==> config.mk <==
export PLATFORM = sky130hd
export DESIGN_NAME = ct_packer_flat
export DESIGN_NICKNAME = d
export VERILOG_FILES = /design/src/rtl/ct_packer_if.sv /design/src/rtl/ct_packer.sv /design/src/flat_wrapper.sv
export SDC_FILE = /design/constraint.sdc
export NUM_CORES = 1
export LEC_CHECK = 0
export ABC_AREA = 1
export CORE_MARGIN = 2
export CORE_UTILIZATION = 55
export DETAILED_ROUTE_END_ITERATION = 7
export DONT_BUFFER_PORTS = 1
export HOLD_SLACK_MARGIN = 0.12
export PLACE_DENSITY_LB_ADDON = 0.2
export REMOVE_ABC_BUFFERS = 1
export SETUP_SLACK_MARGIN = 0.5
export SLEW_MARGIN = 20
export SYNTH_ARGS = -nofsm -noshare
export SYNTH_HDL_FRONTEND = slang
export SYNTH_SLANG_ARGS = --single-unit
==> constraint.sdc <==
create_clock -name clk -period 2 [get_ports clk]
set_input_delay 0.4 -clock clk [delete_from_list [all_inputs] [get_ports clk]]
set_output_delay 0.4 -clock clk [all_outputs]
set_load 0.01 [all_outputs]
==> src/rtl/ct_packer_if.sv <==
// Byte-stream channel carrying packed ciphertext bytes from ct_packer to its sink.
// A byte transfers on a rising edge where valid and ready are both high; once valid is raised, data/last hold until that transfer.
interface ct_packer_if;
  logic       valid;
  logic [7:0] data;
  logic       last;
  logic       ready;

  modport master (output valid, output data, output last, input ready);
  modport slave  (input valid, input data, input last, output ready);
endinterface

==> src/rtl/ct_packer.sv <==
// ML-KEM-768 ciphertext serializer: reads compressed u[0..2] and v from the polynomial
// bank and bit-packs them (du=10, dv=4) into a 1088-byte stream, LSB-first.
module ct_packer #(
  parameter int SLOT_U0 = 16,
  parameter int SLOT_V  = 19,
  parameter int DU      = 10,
  parameter int DV      = 4
) (
  input  logic        clk,
  input  logic        rst_n,
  input  logic        i_start,
  output logic        o_busy,
  output logic        o_done,
  output logic [4:0]  o_mem_slot,
  output logic [7:0]  o_mem_addr,
  input  logic [11:0] i_mem_din,
  ct_packer_if.master m_ct,
  output logic [2:0]  o_state
);

  typedef enum logic [2:0] {
    S_IDLE = 3'd0,
    S_READ = 3'd1,
    S_CAPT = 3'd2,
    S_EMIT = 3'd3,
    S_DONE = 3'd4
  } state_t;

  state_t      r_state, w_state_nxt;
  logic [1:0]  r_poly, w_poly_nxt;
  logic [7:0]  r_coef, w_coef_nxt;
  logic        r_all_read, w_all_read_nxt;
  logic [4:0]  r_cnt, w_cnt_nxt;
  logic [23:0] r_acc, w_acc_nxt;
  logic [4:0]  r_mem_slot;
  logic [7:0]  r_mem_addr;

  logic        w_is_v;
  logic [4:0]  w_width;
  logic [23:0] w_coef_bits;
  logic        w_handshake;
  logic        w_unused_din;

  assign w_is_v       = (r_poly == 2'd3);
  assign w_width      = w_is_v ? 5'(DV) : 5'(DU);
  // Only the low width bits of the bank word belong to the compressed coefficient.
  assign w_coef_bits  = w_is_v ? 24'(i_mem_din[DV-1:0]) : 24'(i_mem_din[DU-1:0]);
  assign w_unused_din = ^i_mem_din[11:DU];
  assign w_handshake  = (r_state == S_EMIT) && m_ct.ready;

  always_comb begin
    w_state_nxt    = r_state;
    w_poly_nxt     = r_poly;
    w_coef_nxt     = r_coef;
    w_all_read_nxt = r_all_read;
    w_cnt_nxt      = r_cnt;
    w_acc_nxt      = r_acc;
    case (r_state)
      S_IDLE, S_DONE: begin
        if (i_start) begin
          w_state_nxt    = S_READ;
          w_poly_nxt     = 2'd0;
          w_coef_nxt     = 8'd0;
          w_all_read_nxt = 1'b0;
          w_cnt_nxt      = 5'd0;
          w_acc_nxt      = 24'd0;
        end else if (r_state == S_DONE) begin
          w_state_nxt = S_IDLE;
        end
      end
      S_READ: w_state_nxt = S_CAPT;
      S_CAPT: begin
        w_acc_nxt  = r_acc | (w_coef_bits << r_cnt);
        w_cnt_nxt  = r_cnt + w_width;
        w_coef_nxt = r_coef + 8'd1;
        if (r_coef == 8'd255) begin
          w_poly_nxt = r_poly + 2'd1;
          if (w_is_v) w_all_read_nxt = 1'b1;
        end
        if (w_cnt_nxt >= 5'd8)   w_state_nxt = S_EMIT;
        else if (!w_all_read_nxt) w_state_nxt = S_READ;
        else                      w_state_nxt = S_DONE;
      end
      S_EMIT: begin
        if (w_handshake) begin
          w_acc_nxt = r_acc >> 8;
          w_cnt_nxt = r_cnt - 5'd8;
          if (w_cnt_nxt >= 5'd8) w_state_nxt = S_EMIT;
          else if (!r_all_read)  w_state_nxt = S_READ;
          else                   w_state_nxt = S_DONE;
        end
      end
      default: w_state_nxt = S_IDLE;
    endcase
  end

  always_ff @(posedge clk or negedge rst_n) begin
    if (!rst_n) begin
      r_state    <= S_IDLE;
      r_poly     <= 2'd0;
      r_coef     <= 8'd0;
      r_all_read <= 1'b0;
      r_cnt      <= 5'd0;
      r_acc      <= 24'd0;
      r_mem_slot <= 5'd0;
      r_mem_addr <= 8'd0;
    end else begin
      r_state    <= w_state_nxt;
      r_poly     <= w_poly_nxt;
      r_coef     <= w_coef_nxt;
      r_all_read <= w_all_read_nxt;
      r_cnt      <= w_cnt_nxt;
      r_acc      <= w_acc_nxt;
      // Address is loaded on entry to READ so the bank sees it during READ and answers in CAPT.
      if (w_state_nxt == S_READ) begin
        r_mem_slot <= (w_poly_nxt == 2'd3) ? 5'(SLOT_V) : 5'(SLOT_U0) + 5'(w_poly_nxt);
        r_mem_addr <= w_coef_nxt;
      end
    end
  end

  assign o_busy     = (r_state == S_READ) || (r_state == S_CAPT) || (r_state == S_EMIT);
  assign o_done     = (r_state == S_DONE);
  assign o_mem_slot = r_mem_slot;
  assign o_mem_addr = r_mem_addr;
  assign o_state    = r_state;

  assign m_ct.valid = (r_state == S_EMIT);
  assign m_ct.data  = r_acc[7:0];
  // Stream ends with exactly one byte pending once v is fully read.
  assign m_ct.last  = (r_state == S_EMIT) && r_all_read && (r_cnt == 5'd8);

endmodule

==> src/flat_wrapper.sv <==
// flat-port wrapper written by rule: the top's interface ports become plain ports
module ct_packer_flat 
#(
  parameter int SLOT_U0 = 16,
  parameter int SLOT_V  = 19,
  parameter int DU      = 10,
  parameter int DV      = 4
)
  (clk, rst_n, i_start, o_busy, o_done, o_mem_slot, o_mem_addr, i_mem_din, o_state, m_ct_valid, m_ct_data, m_ct_last, m_ct_ready);
  ct_packer_if m_ct_i ();
  input  logic clk;
  input  logic rst_n;
  input  logic i_start;
  output logic o_busy;
  output logic o_done;
  output logic [4:0] o_mem_slot;
  output logic [7:0] o_mem_addr;
  input  logic [11:0] i_mem_din;
  output logic [2:0] o_state;
  output wire logic [$bits(m_ct_i.valid)-1:0] m_ct_valid;
  output wire logic [$bits(m_ct_i.data)-1:0] m_ct_data;
  output wire logic [$bits(m_ct_i.last)-1:0] m_ct_last;
  input wire logic [$bits(m_ct_i.ready)-1:0] m_ct_ready;
  assign m_ct_valid = m_ct_i.valid;
  assign m_ct_data = m_ct_i.data;
  assign m_ct_last = m_ct_i.last;
  assign m_ct_i.ready = m_ct_ready;
  ct_packer #(.SLOT_U0(SLOT_U0), .SLOT_V(SLOT_V), .DU(DU), .DV(DV)) u_core (.clk(clk), .rst_n(rst_n), .i_start(i_start), .o_busy(o_busy), .o_done(o_done), .o_mem_slot(o_mem_slot), .o_mem_addr(o_mem_addr), .i_mem_din(i_mem_din), .m_ct(m_ct_i), .o_state(o_state));
endmodule
==> qor.csv, run 1 <==
stage,metric,value,unit
worst_setup_path,slack of the worst reg-to-reg path,-0.11,ns
routing,Pre-antenna DRT Iters,6,
synthesis,synth warn,0,
pwr,Pleak,2.06,nW
routing,WL final,10100,um
timing,crit path time final,2.11,ns
pwr,Logic pwr share,67.9,%
synthesis,post-synthesis average cell area,7.26,um^2
timing,Final Cycle Share,105,%
global_routing,largest net degree at the start of global routing,54,
clock_tree,CTS tree,built,
global_routing,antenna violations before repair,0,
floorplanning,Die X-Extent,80.8,um
floorplanning,core area,5610,um^2
pwr,Max VDD drop,1.02,mV
pwr,clock share of power,8.5,%
layout,fin cells,563,
layout,Area Overhead vs Synth,36.5,%
worst_setup_path,worst-path fanout max,5,
floorplanning,die area,6530,um^2
pwr,P_int,3.69,mW
pwr,part of the power in registers,23.6,%
global_routing,gr ovfl total,0,
placed_design,placed cell count,517,
worst_setup_path,Slowest cell on crit path,dfrtp_1,
synthesis,most numerous cell in the Yosys netlist,nand2_1,
floorplanning,Row Count,27,
synthesis,ys async rst share,100,%
synthesis,"flops & latches, synth",53,
timing,Final setup viols,12,
clock_tree,clk slew on worst S/H paths,0.11,ns
placed_design,GP Congestion,0.884,
layout,nets@finish,514,
synthesis,Synth cell types,35,
layout,layout cell share with drive strength beyond 1,42.6,%
pwr,final total power,7.51,mW
placed_design,DPL Wire Length,5420,um
placed_design,number of port buffers,0,
floorplanning,Die Span Y,80.8,um
worst_setup_path,"Critical Path, Cell by Cell",ha_2 > inv_4 > nand2_4 > and2_4 > ha_4 > a21oi_2 > or2_4 > nand3_2 > nand2_1 > inv_1 > nand2_2 > clkinv_4 > buf_6 > nand3_2 > nand2_1,
run_status,outcome,finished with violations,
worst_setup_path,critical path type,reg2reg,
synthesis,post-synth top area share,40.9,%
clock_tree,clk_lat worst skew,0.32,ns
pwr,PD cells,1700,nW/um^2
routing,DRC violations left,0,
clock_tree,H-tree Lvls,2,
routing,vias,3332,
clock_tree,Max clock buf depth,2,
synthesis,"area leader, netlist",dfrtp_1,
worst_setup_path,r2r worst-path depth,15,
timing,"crit path setup slack, layout",-0.109,ns
worst_setup_path,CP Launch Type,register,
layout,Filler cells,357,
timing,setup_tns,-1.01,ns
timing,fmax,0.474,GHz
timing,Slew Limit Fails,0,
worst_setup_path,CP arrival,2.31,ns
layout,total inserted antenna cells,0,
worst_setup_path,capture point of the worst reg-to-reg path,u_core.o_mem_addr[5],
routing,vias per cell,5.92,
clock_tree,Num CTS Buffers,5,
timing,smallest hold slack,-0.241,ns
synthesis,Post-synth EDFFs,0,
run_status,failing checks,"negative hold slack, negative setup slack",
synthesis,netlist area before placement,3240,um^2
global_routing,global-route wire length before repair,14900,um
synthesis,"top cells by count, synth","nand2_1, dfrtp_1, inv_1, nand3_1, o21ai_0",
worst_setup_path,CP max stage delay,0.40,ns
worst_setup_path,worst path required time,2.20,ns
synthesis,main area contributors after synthesis,"dfrtp_1, nand2_1, nand3_1",
global_routing,number of global-route vias before repair,3175,
clock_tree,# clock sinks,53,
run,max cap viols,0,
min_path,Hold Crit Class,in2async,
routing,Routed Antenna Nets,0,
pwr,sw frac,50.9,%
routing,Starting DRT DRC Count,344,
worst_setup_path,Worst setup EP type,register,
worst_setup_path,Reg2Reg Launch Point,u_core.r_poly[0],
layout,final core occ,78.9,%
synthesis,sequential fraction of the synthesis area,40.9,%
timing,worst clock skew,0.0170,ns
clock_tree,clock root cell,clkbuf_8,
floorplanning,IO Pins,44,
floorplanning,Initial Util,57.8,%
timing,Final Hold Fails,53,
pwr,Psw,3.82,mW
synthesis,Synth Flop Type,dfrtp_1,
global_routing,GRT Util Overall,29.5,%
timing,unrepaired setup endpoints after global routing,true,
synthesis,cell count after synthesis,447,
routing,post-DR wirelength/cell,17.9,um
layout make-up:
type | count | area [um^2] | area share, %
Inverter | 48 | 223 | 5.03
Timing Repair Buffer | 62 | 553 | 12.5
Clock inverter | 2 | 13.8 | 0.311
Clock buffer | 6 | 72.6 | 1.64
Tap cell | 72 | 90.1 | 2.04
Sequential cell | 53 | 1330 | 30.0
Timing Repair inverter | 2 | 16.3 | 0.367
Multi-Input combinational cell | 318 | 2130 | 48.1
timing repair:
item	CTS	global route
buffers inserted	26	8
endpoints found under the hold margin	53	53
resized for setup	125	84
pin swaps	44	54
endpoints found under the setup margin	45	50
gates cloned	4	0
cells in the final DEF, fill, tap and decap left out, types with 2 or more instances in the layout:
master	instances
dfrtp_2	3
nand4_1	3
o22ai_1	5
o22ai_2	2
nand3_1	15
buf_8	2
a22oi_1	4
o21ai_0	9
a22o_1	4
nor3_2	2
nand3_4	6
dfrtp_1	50
inv_1	32
o211ai_1	2
nor2_1	8
clkinv_4	3
nand2_1	114
nand2_4	10
a22oi_2	2
clkbuf_8	5
o21ai_4	2
inv_6	2
o21ai_2	8
ha_4	4
clkinvlp_4	3
inv_2	6
nor2_4	9
buf_4	39
nand3_2	23
inv_4	3
nor2_2	3
ha_1	3
nor3_4	2
conb_1	2
a21oi_2	9
o21ai_1	10
buf_6	20
nand2_2	33
a21oi_1	14
worst max path at each step:
stage / start / to / slack, ns / cells after the start
after floorplan: u_core.o_state[2] / u_core.r_acc[0] / -0.15 / 7
after global placement: u_core.r_poly[0] / u_core.o_mem_addr[2] / -0.09 / 15
after detailed placement: u_core.r_poly[0] / u_core.o_mem_addr[5] / -0.15 / 15
after CTS: u_core.r_poly[1] / u_core.o_mem_addr[5] / -0.01 / 15
after global routing: u_core.r_poly[0] / u_core.o_mem_addr[1] / -0.20 / 16
final: u_core.r_poly[0] / u_core.o_mem_addr[5] / -0.11 / 15
power groups by stage:
| stage | registers, mW | logic, mW | clock network (mW) |
|---|---|---|---|
| global route | 1.81 | 5.45 | 0.681 |
| detailed placement | 1.72 | 3.07 | 0 |
| global placement | 1.71 | 3.00 | 0 |
| CTS | 1.76 | 4.24 | 0.636 |
| floorplan | 1.74 | 2.02 | 0 |
| finish | 1.78 | 5.10 | 0.635 |
cells by family (layout without fill, tap and decap cells):
kind of cell	Yosys count	in the layout	share of synthesized area, %
other	1	2	0.116
AO/OA/AOI/OAI	74	74	13.1
buffers and inverters	77	120	11.7
flip-flops	53	53	40.9
AND/OR/NAND/NOR	234	234	31.1
adder cells (fa/ha/maj)	8	8	3.09
stage by stage:
step,area (um^2),worst slack [ns]
after global placement,3340,-0.0936
after global routing,4430,-0.202
after floorplan,3050,-0.152
after CTS,4080,-0.00961
after detailed placement,3340,-0.147
final,4430,-0.109
worst max-delay path: cells and delay by family (launching register included):
| kind | cells | cell delay, ns |
|---|---|---|
| AOI/OAI and AO/OA | 1 | 0.13 |
| adders and majority gates | 2 | 0.38 |
| DFF | 1 | 0.40 |
| buffers and inverters | 4 | 0.37 |
| and+or+nand+nor | 8 | 0.73 |
registers in the layout (all words and copies together) (netlist names):
signal	count
u_core.o_mem_addr	8
u_core.o_mem_slot	3
u_core.o_state	3
u_core.r_acc	24
u_core.r_all_read	1
u_core.r_cnt	4
u_core.r_coef	8
u_core.r_poly	2
per-layer routing:
layer	GRT usage (%)	vias to the layer above	part of all wire [%]
li1	-	1526	-
met1	35.3	1579	37
met2	52.6	185	52
met3	5.56	42	6.9
met4	11.5	0	4.1
met5	0	-	0
No activity file was read; power rests on OpenSTA's default activity.
==> inputs of run 2 (changes only) <==
--- a/config.mk
+++ b/config.mk
@@ -5,14 +5,13 @@
 export SDC_FILE = /design/constraint.sdc
 export NUM_CORES = 1
 export LEC_CHECK = 0
-export ABC_AREA = 1
+export ABC_CLOCK_PERIOD_IN_PS = 2000
 export CORE_MARGIN = 2
 export CORE_UTILIZATION = 55
 export DETAILED_ROUTE_END_ITERATION = 7
 export DONT_BUFFER_PORTS = 1
 export HOLD_SLACK_MARGIN = 0.12
 export PLACE_DENSITY_LB_ADDON = 0.2
-export REMOVE_ABC_BUFFERS = 1
 export SETUP_SLACK_MARGIN = 0.5
 export SLEW_MARGIN = 20
 export SYNTH_ARGS = -nofsm -noshare
==> run 2 against run 1 <==
  * The flow still finishes with violations (negative hold slack, negative setup slack)
  * Combinational power is 20% lower
  * Cell area is 7.2% lower
  * Sequential share of layout area is 2.3 points higher
  * First-iteration DRC count is 22% lower
  * Critical path depth is 5 lower
  * Critical endpoint is now u_core.o_mem_addr[7]
  * Die area is 4.8% lower
  * Global-route usage is 2.9 points lower
  * Routed wire length is 18% lower
  * Highest routed layer unchanged
==> qor.csv, run 2 <==
stage,metric,value,unit,change
timing,Final Cycle Share,124,%,+18 points
layout,most frequent cells in the layout,"dfrtp_1, nand2_1, buf_4",,
run,max cap viols,0,,unchanged
synthesis,Post-synth EDFFs,0,,unchanged
floorplanning,die area,6210,um^2,-4.8%
synthesis,ys async rst share,100,%,unchanged
run_status,outcome,finished with violations,,
worst_setup_path,worst path required time,2.20,ns,about the same
layout,max reg flops,24,,unchanged
worst_setup_path,worst-path fanout max,11,,+6
global_routing,global-route wire length before repair,12900,um,-14%
placed_design,Post-DP Area,3270,um^2,-1.9%
timing,Slew Limit Fails,0,,unchanged
synthesis,synth warn,0,,unchanged
layout,Top reg by flops,u_core.r_acc,,
global_routing,largest net degree at the start of global routing,54,,unchanged
worst_setup_path,CP Launch Type,register,,
timing,unrepaired setup endpoints after global routing,true,,
global_routing,number of global-route vias before repair,2696,,-15%
timing,"crit path setup slack, layout",-0.477,ns,-0.368 ns
synthesis,"flops & latches, synth",53,,unchanged
layout,Area Overhead vs Synth,33.5,%,
layout,final core occ,75.6,%,-3.4 points
timing,worst clock skew,0.0174,ns,+0.000453 ns
synthesis,main area contributors after synthesis,"dfrtp_1, a21oi_1, nor2_1",,
clock_tree,H-tree Lvls,2,,unchanged
timing,Final setup viols,14,,+2
routing,vias per cell,6.20,,+4.8%
synthesis,"area leader, netlist",dfrtp_1,,
synthesis,netlist area before placement,3080,um^2,-5.1%
worst_setup_path,critical path type,reg2reg,,
timing,fmax,0.404,GHz,-15%
clock_tree,clk_lat worst skew,0.32,ns,about the same
worst_setup_path,capture point of the worst reg-to-reg path,u_core.o_mem_addr[7],,
floorplanning,Row Count,27,,unchanged
synthesis,cell count after synthesis,335,,-25%
placed_design,number of port buffers,0,,unchanged
timing,smallest hold slack,-0.229,ns,+0.0118 ns
synthesis,most numerous cell in the Yosys netlist,dfrtp_1,,
worst_setup_path,Reg2Reg Launch Point,u_core.r_poly[0],,
routing,Pre-antenna DRT Iters,4,,-2
placed_design,DPL Wire Length,4950,um,-8.7%
routing,Routed Antenna Nets,0,,unchanged
synthesis,post-synth top area share,43.1,%,+2.2 points
floorplanning,Die X-Extent,78.8,um,-2.5%
floorplanning,Initial Util,56.6,%,-1.2 points
worst_setup_path,r2r worst-path depth,10,,-5
timing,Final Hold Fails,53,,unchanged
global_routing,antenna violations before repair,0,,unchanged
run_status,failing checks,"negative hold slack, negative setup slack",,
synthesis,post-synthesis average cell area,9.19,um^2,+27%
clock_tree,CTS tree,built,,
synthesis,sequential fraction of the synthesis area,43.1,%,+2.2 points
floorplanning,IO Pins,44,,unchanged
synthesis,Synth Flop Type,dfrtp_1,,
synthesis,Synth cell types,53,,+51%
pwr,PD cells,1590,nW/um^2,-6.3%
clock_tree,clk slew on worst S/H paths,0.09,ns,-0.02 ns
clock_tree,clock root cell,clkbuf_8,,
floorplanning,core area,5440,um^2,-3.0%
pwr,Max VDD drop,0.833,mV,-18%
layout,total inserted antenna cells,0,,unchanged
global_routing,gr ovfl total,0,,unchanged
worst_setup_path,CP arrival,2.67,ns,+0.36 ns
clock_tree,# clock sinks,53,,unchanged
timing,crit path time final,2.48,ns,+0.368 ns
layout,layout cell share with drive strength beyond 1,43.3,%,+0.76 points
synthesis,"top cells by count, synth","dfrtp_1, nor2_1, nand2_1",,
clock_tree,Max clock buf depth,2,,unchanged
min_path,Hold Crit Class,in2async,,
layout,nets@finish,390,,-24%
clock_tree,Num CTS Buffers,5,,unchanged
layout,"commonest non-fill, non-tap cell in the layout",dfrtp_1,,
routing,post-DR wirelength/cell,19.0,um,+5.7%
routing,WL final,8320,um,-18%
worst_setup_path,Worst setup EP type,register,,
floorplanning,Die Span Y,78.8,um,-2.5%
global_routing,GRT Util Overall,26.6,%,-2.9 points
routing,Starting DRT DRC Count,267,,-22%
worst_setup_path,slack of the worst reg-to-reg path,-0.48,ns,-0.37 ns
pwr,Pleak,1.78,nW,-13%
layout,fin area,4110,um^2,-7.2%
routing,vias,2723,,-18%
timing,setup_tns,-5.96,ns,-4.95 ns
routing,DRC violations left,0,,unchanged
placed_design,GP Congestion,0.866,,-2.1%
run 2: cell count changes after synthesis, moves of 6 or more:
cell,previous run,this run
clkbuf_1,5,14
inv_1,42,8
mux2_4,0,9
mux2i_1,0,7
nand2_1,152,36
nand3_1,42,3
nor2_1,18,37
o22ai_1,7,1
run 2: how the worst max path moves through the flow:
stage | from | endpoint | slack (ns) | cells past startpoint
after floorplan | u_core.r_poly[0] | u_core.o_mem_addr[0] | -0.36 | 11
after global placement | u_core.r_poly[1] | u_core.o_mem_addr[7] | -0.42 | 11
after detailed placement | u_core.r_poly[1] | u_core.o_mem_addr[7] | -0.48 | 11
after CTS | u_core.r_poly[0] | u_core.o_mem_addr[7] | -0.42 | 10
after global routing | u_core.r_poly[1] | u_core.o_mem_addr[7] | -0.54 | 11
final | u_core.r_poly[0] | u_core.o_mem_addr[7] | -0.48 | 10
run 2: timing repair:
item,in CTS,in global routing
buffers inserted,19,5
cloned,2,0
pin swaps,35,21
resized for setup,101,32
endpoints found under the setup margin,55,55
hold endpoints to repair,53,53
run 2: metrics by stage:
step | hold slack [ns] | std cells | power [mW] | setup WS, ns
after floorplan | 0.104 | 336 | 3.85 | -0.359
after global placement | 0.106 | 405 | 4.39 | -0.415
after detailed placement | 0.106 | 405 | 4.43 | -0.482
after CTS | -0.244 | 434 | 6.13 | -0.425
after global routing | -0.256 | 439 | 6.92 | -0.544
final | -0.229 | 439 | 6.53 | -0.477
run 2: logic make-up after synthesis:
group / count (synthesis) / synth area share, %
other cells: 1 / 0.122
buf+inv: 37 / 6.14
fa+ha+maj: 8 / 3.25
compound gates: 98 / 20.9
mux: 19 / 7.76
flops: 53 / 43.1
simple gates: 117 / 18.2
xor+xnor: 2 / 0.569
run 2: worst max-delay path, stage by stage (launching register included):
cell and delay (ns):
dfrtp_1 0.42, ha_4 0.19, xor2_2 0.17, ha_4 0.18, a21o_4 0.20, and3_4 0.18
a32oi_2 0.22, nand3_4 0.10, o211ai_2 0.21, buf_12 0.18, mux2_4 0.30
run 2: area by class of cell:
class                   instances  area (um^2)
multi-input cells             246         2040
flip-flops and latches         53         1330
clock inverters                 3         43.8
clock buffers                   5         68.8
inverters                       8         32.5
repair buffers                 52          507
well taps                      72         90.1
fillers                       366         1330
run 2: routing by layer:
metal / wire (um) / track usage [%] / vias up
met5: 0 / 0 / -
li1: - / - / 1253
met3: 540 / 5.45 / 22
met1: 3300 / 33.1 / 1333
met2: 4250 / 45.1 / 115
met4: 235 / 11.4 / 0
run 2: report_power, final:
group | leakage (nW) | internal [mW] | switching [mW]
clock network | 0.0585 | 0.375 | 0.360
logic | 1.03 | 1.92 | 2.14
registers | 0.693 | 1.39 | 0.348
total | 1.78 | 3.69 | 2.85
==> inputs of run 3 (changes only) <==
--- a/config.mk
+++ b/config.mk
@@ -13,6 +13,8 @@
 export HOLD_SLACK_MARGIN = 0.12
 export PLACE_DENSITY_LB_ADDON = 0.2
 export SETUP_SLACK_MARGIN = 0.5
+export SKIP_CTS_REPAIR_TIMING = 1
+export SKIP_LAST_GASP = 1
 export SLEW_MARGIN = 20
 export SYNTH_ARGS = -nofsm -noshare
 export SYNTH_HDL_FRONTEND = slang
==> run 3 against run 2 <==
  * The run still ends with negative hold slack, negative setup slack left
  * Sequential power hardly changed
  * Worst hold slack worse by 0.0019 ns
  * Global-route usage is 3.1 points lower
  * Via count is 3.5% lower
  * Die area stayed put
  * Clock skew is 0.0020 ns lower
  * Flip-flop and latch count stayed put
  * Cell area is 4.7% lower
  * Utilization is 3.6 points lower
  * Non-clock buffer count is 9 lower
  * Largest power group unchanged
  * Highest routed layer unchanged
==> qor.csv, run 3 (synthesis gave the netlist of run 2 again) <==
stage,metric,value,unit,change
pwr,final total power,6.03,mW,-7.6%
run_status,failing checks,"negative hold slack, negative setup slack",,
floorplanning,Die Span Y,78.8,um,unchanged
run,max cap viols,0,,unchanged
pwr,Max VDD drop,0.875,mV,+5.1%
layout,"commonest non-fill, non-tap cell in the layout",dfrtp_1,,
layout,Area Overhead vs Synth,27.2,%,
routing,post-DR wirelength/cell,17.9,um,-5.8%
timing,crit path time final,2.50,ns,+0.0265 ns
clock_tree,Max clock buf depth,2,,unchanged
layout,total inserted antenna cells,0,,unchanged
global_routing,largest net degree at the start of global routing,54,,unchanged
clock_tree,# clock sinks,53,,unchanged
routing,vias per cell,6.11,,-1.5%
clock_tree,H-tree Lvls,2,,unchanged
global_routing,number of global-route vias before repair,2395,,-11%
routing,DRC violations left,0,,unchanged
pwr,PD cells,1540,nW/um^2,-3.0%
routing,vias,2628,,-3.5%
timing,Final Cycle Share,125,%,+1.3 points
floorplanning,Die X-Extent,78.8,um,unchanged
worst_setup_path,critical path type,reg2reg,,
timing,unrepaired setup endpoints after global routing,true,,
layout,nets@finish,381,,-2.3%
min_path,Hold Crit Class,in2async,,
worst_setup_path,Reg2Reg Launch Point,u_core.r_poly[1],,
timing,fmax,0.399,GHz,-1.1%
timing,worst clock skew,0.0154,ns,-0.00202 ns
global_routing,antenna violations before repair,0,,unchanged
floorplanning,die area,6210,um^2,unchanged
timing,"crit path setup slack, layout",-0.504,ns,-0.0265 ns
timing,Final Hold Fails,53,,unchanged
routing,Routed Antenna Nets,0,,unchanged
layout,layout cell share with drive strength beyond 1,36.9,%,-6.5 points
worst_setup_path,r2r worst-path depth,11,,+1
worst_setup_path,CP arrival,2.69,ns,+0.02 ns
worst_setup_path,CP Launch Point,u_core.r_poly[1],,
layout,most frequent cells in the layout,"dfrtp_1, nand2_1, buf_4",,
global_routing,gr ovfl total,0,,unchanged
worst_setup_path,worst path required time,2.19,ns,about the same
layout,max reg flops,24,,unchanged
worst_setup_path,worst-path fanout max,11,,unchanged
floorplanning,IO Pins,44,,unchanged
floorplanning,Initial Util,56.6,%,unchanged
placed_design,Post-Place Worst Slack,-0.482,ns,unchanged
placed_design,DPL Wire Length,4950,um,unchanged
layout,Filler cells,394,,+7.7%
routing,Pre-antenna DRT Iters,4,,unchanged
placed_design,GP Congestion,0.866,,unchanged
floorplanning,Row Count,27,,unchanged
clock_tree,clk slew on worst S/H paths,0.11,ns,+0.02 ns
global_routing,global-route wire length before repair,11500,um,-10%
clock_tree,Num CTS Buffers,5,,unchanged
placed_design,number of port buffers,0,,unchanged
layout,Top reg by flops,u_core.r_acc,,
routing,Starting DRT DRC Count,244,,-8.6%
run_status,outcome,finished with violations,,
routing,WL final,7680,um,-7.8%
worst_setup_path,CP Launch Type,register,,
timing,Slew Limit Fails,0,,unchanged
clock_tree,CTS tree,built,,
clock_tree,clk_lat worst skew,0.32,ns,about the same
clock_tree,clock root cell,clkbuf_8,,
floorplanning,core area,5440,um^2,unchanged
timing,smallest hold slack,-0.231,ns,-0.00189 ns
pwr,Pleak,1.71,nW,-3.9%
global_routing,GRT Util Overall,23.5,%,-3.1 points
worst_setup_path,Worst setup EP type,register,,
timing,Final setup viols,13,,-1
## run 3: final cells by class
class	count	area (um^2)	area share, %
flip-flops and latches	53	1330	34.0
clock buffers	5	68.8	1.76
repair buffers	43	410	10.5
inverters	8	32.5	0.831
multi-input cells	246	1940	49.5
well taps	72	90.1	2.30
clock inverters	3	43.8	1.12
## run 3: per-stage QoR
| stage | setup TNS [ns] | util [%] | area [um^2] | instances | hold WS [ns] |
|---|---|---|---|---|---|
| after floorplan | -3.57 | - | 3190 | 336 | 0.104 |
| after global placement | -4.25 | 60.2 | 3270 | 405 | 0.106 |
| after detailed placement | -5.11 | 60.2 | 3270 | 405 | 0.106 |
| after CTS | -5.25 | 62.3 | 3390 | 413 | -0.244 |
| after global routing | -6.01 | 72.0 | 3920 | 430 | -0.254 |
| final | -5.13 | 72.0 | 3920 | 430 | -0.231 |
## run 3: final timing paths
| check | end | slack [ns] |
|---|---|---|
| setup / recovery | u_core.o_mem_addr[7] | -0.50 |
| hold / removal | u_core.r_cnt[4] | -0.23 |
| setup reg to reg | u_core.o_mem_addr[7] | -0.50 |
| hold reg to reg | u_core.r_acc[15] | 0.50 |
| max in group asynchronous | u_core.o_state[1] | 2.09 |
| min in group clk | u_core.o_state[2] | 0.24 |
## run 3: report_power, final
part | switching [mW] | internal, mW | total, mW | leakage, nW
logic | 1.92 | 1.66 | 3.58 | 0.961
clock network | 0.356 | 0.375 | 0.731 | 0.0585
registers | 0.332 | 1.39 | 1.72 | 0.693
## run 3: worst max-delay path, cell delays in order (launching register included)
cell	delay (ns)
dfrtp_1	0.40
ha_4	0.19
inv_4	0.04
ha_4	0.16
ha_4	0.15
a21o_4	0.20
xnor2_2	0.14
a32oi_2	0.27
nand3_4	0.11
o211ai_2	0.20
buf_12	0.18
mux2_1	0.33
## run 3: per-layer routing
metal,track usage (%),share of wire [%],vias up
li1,-,-,1230
met1,31.5,42,1300
met2,38.5,50,82
met3,5.11,5.6,16
met4,7.24,2.4,0
met5,0,0,-
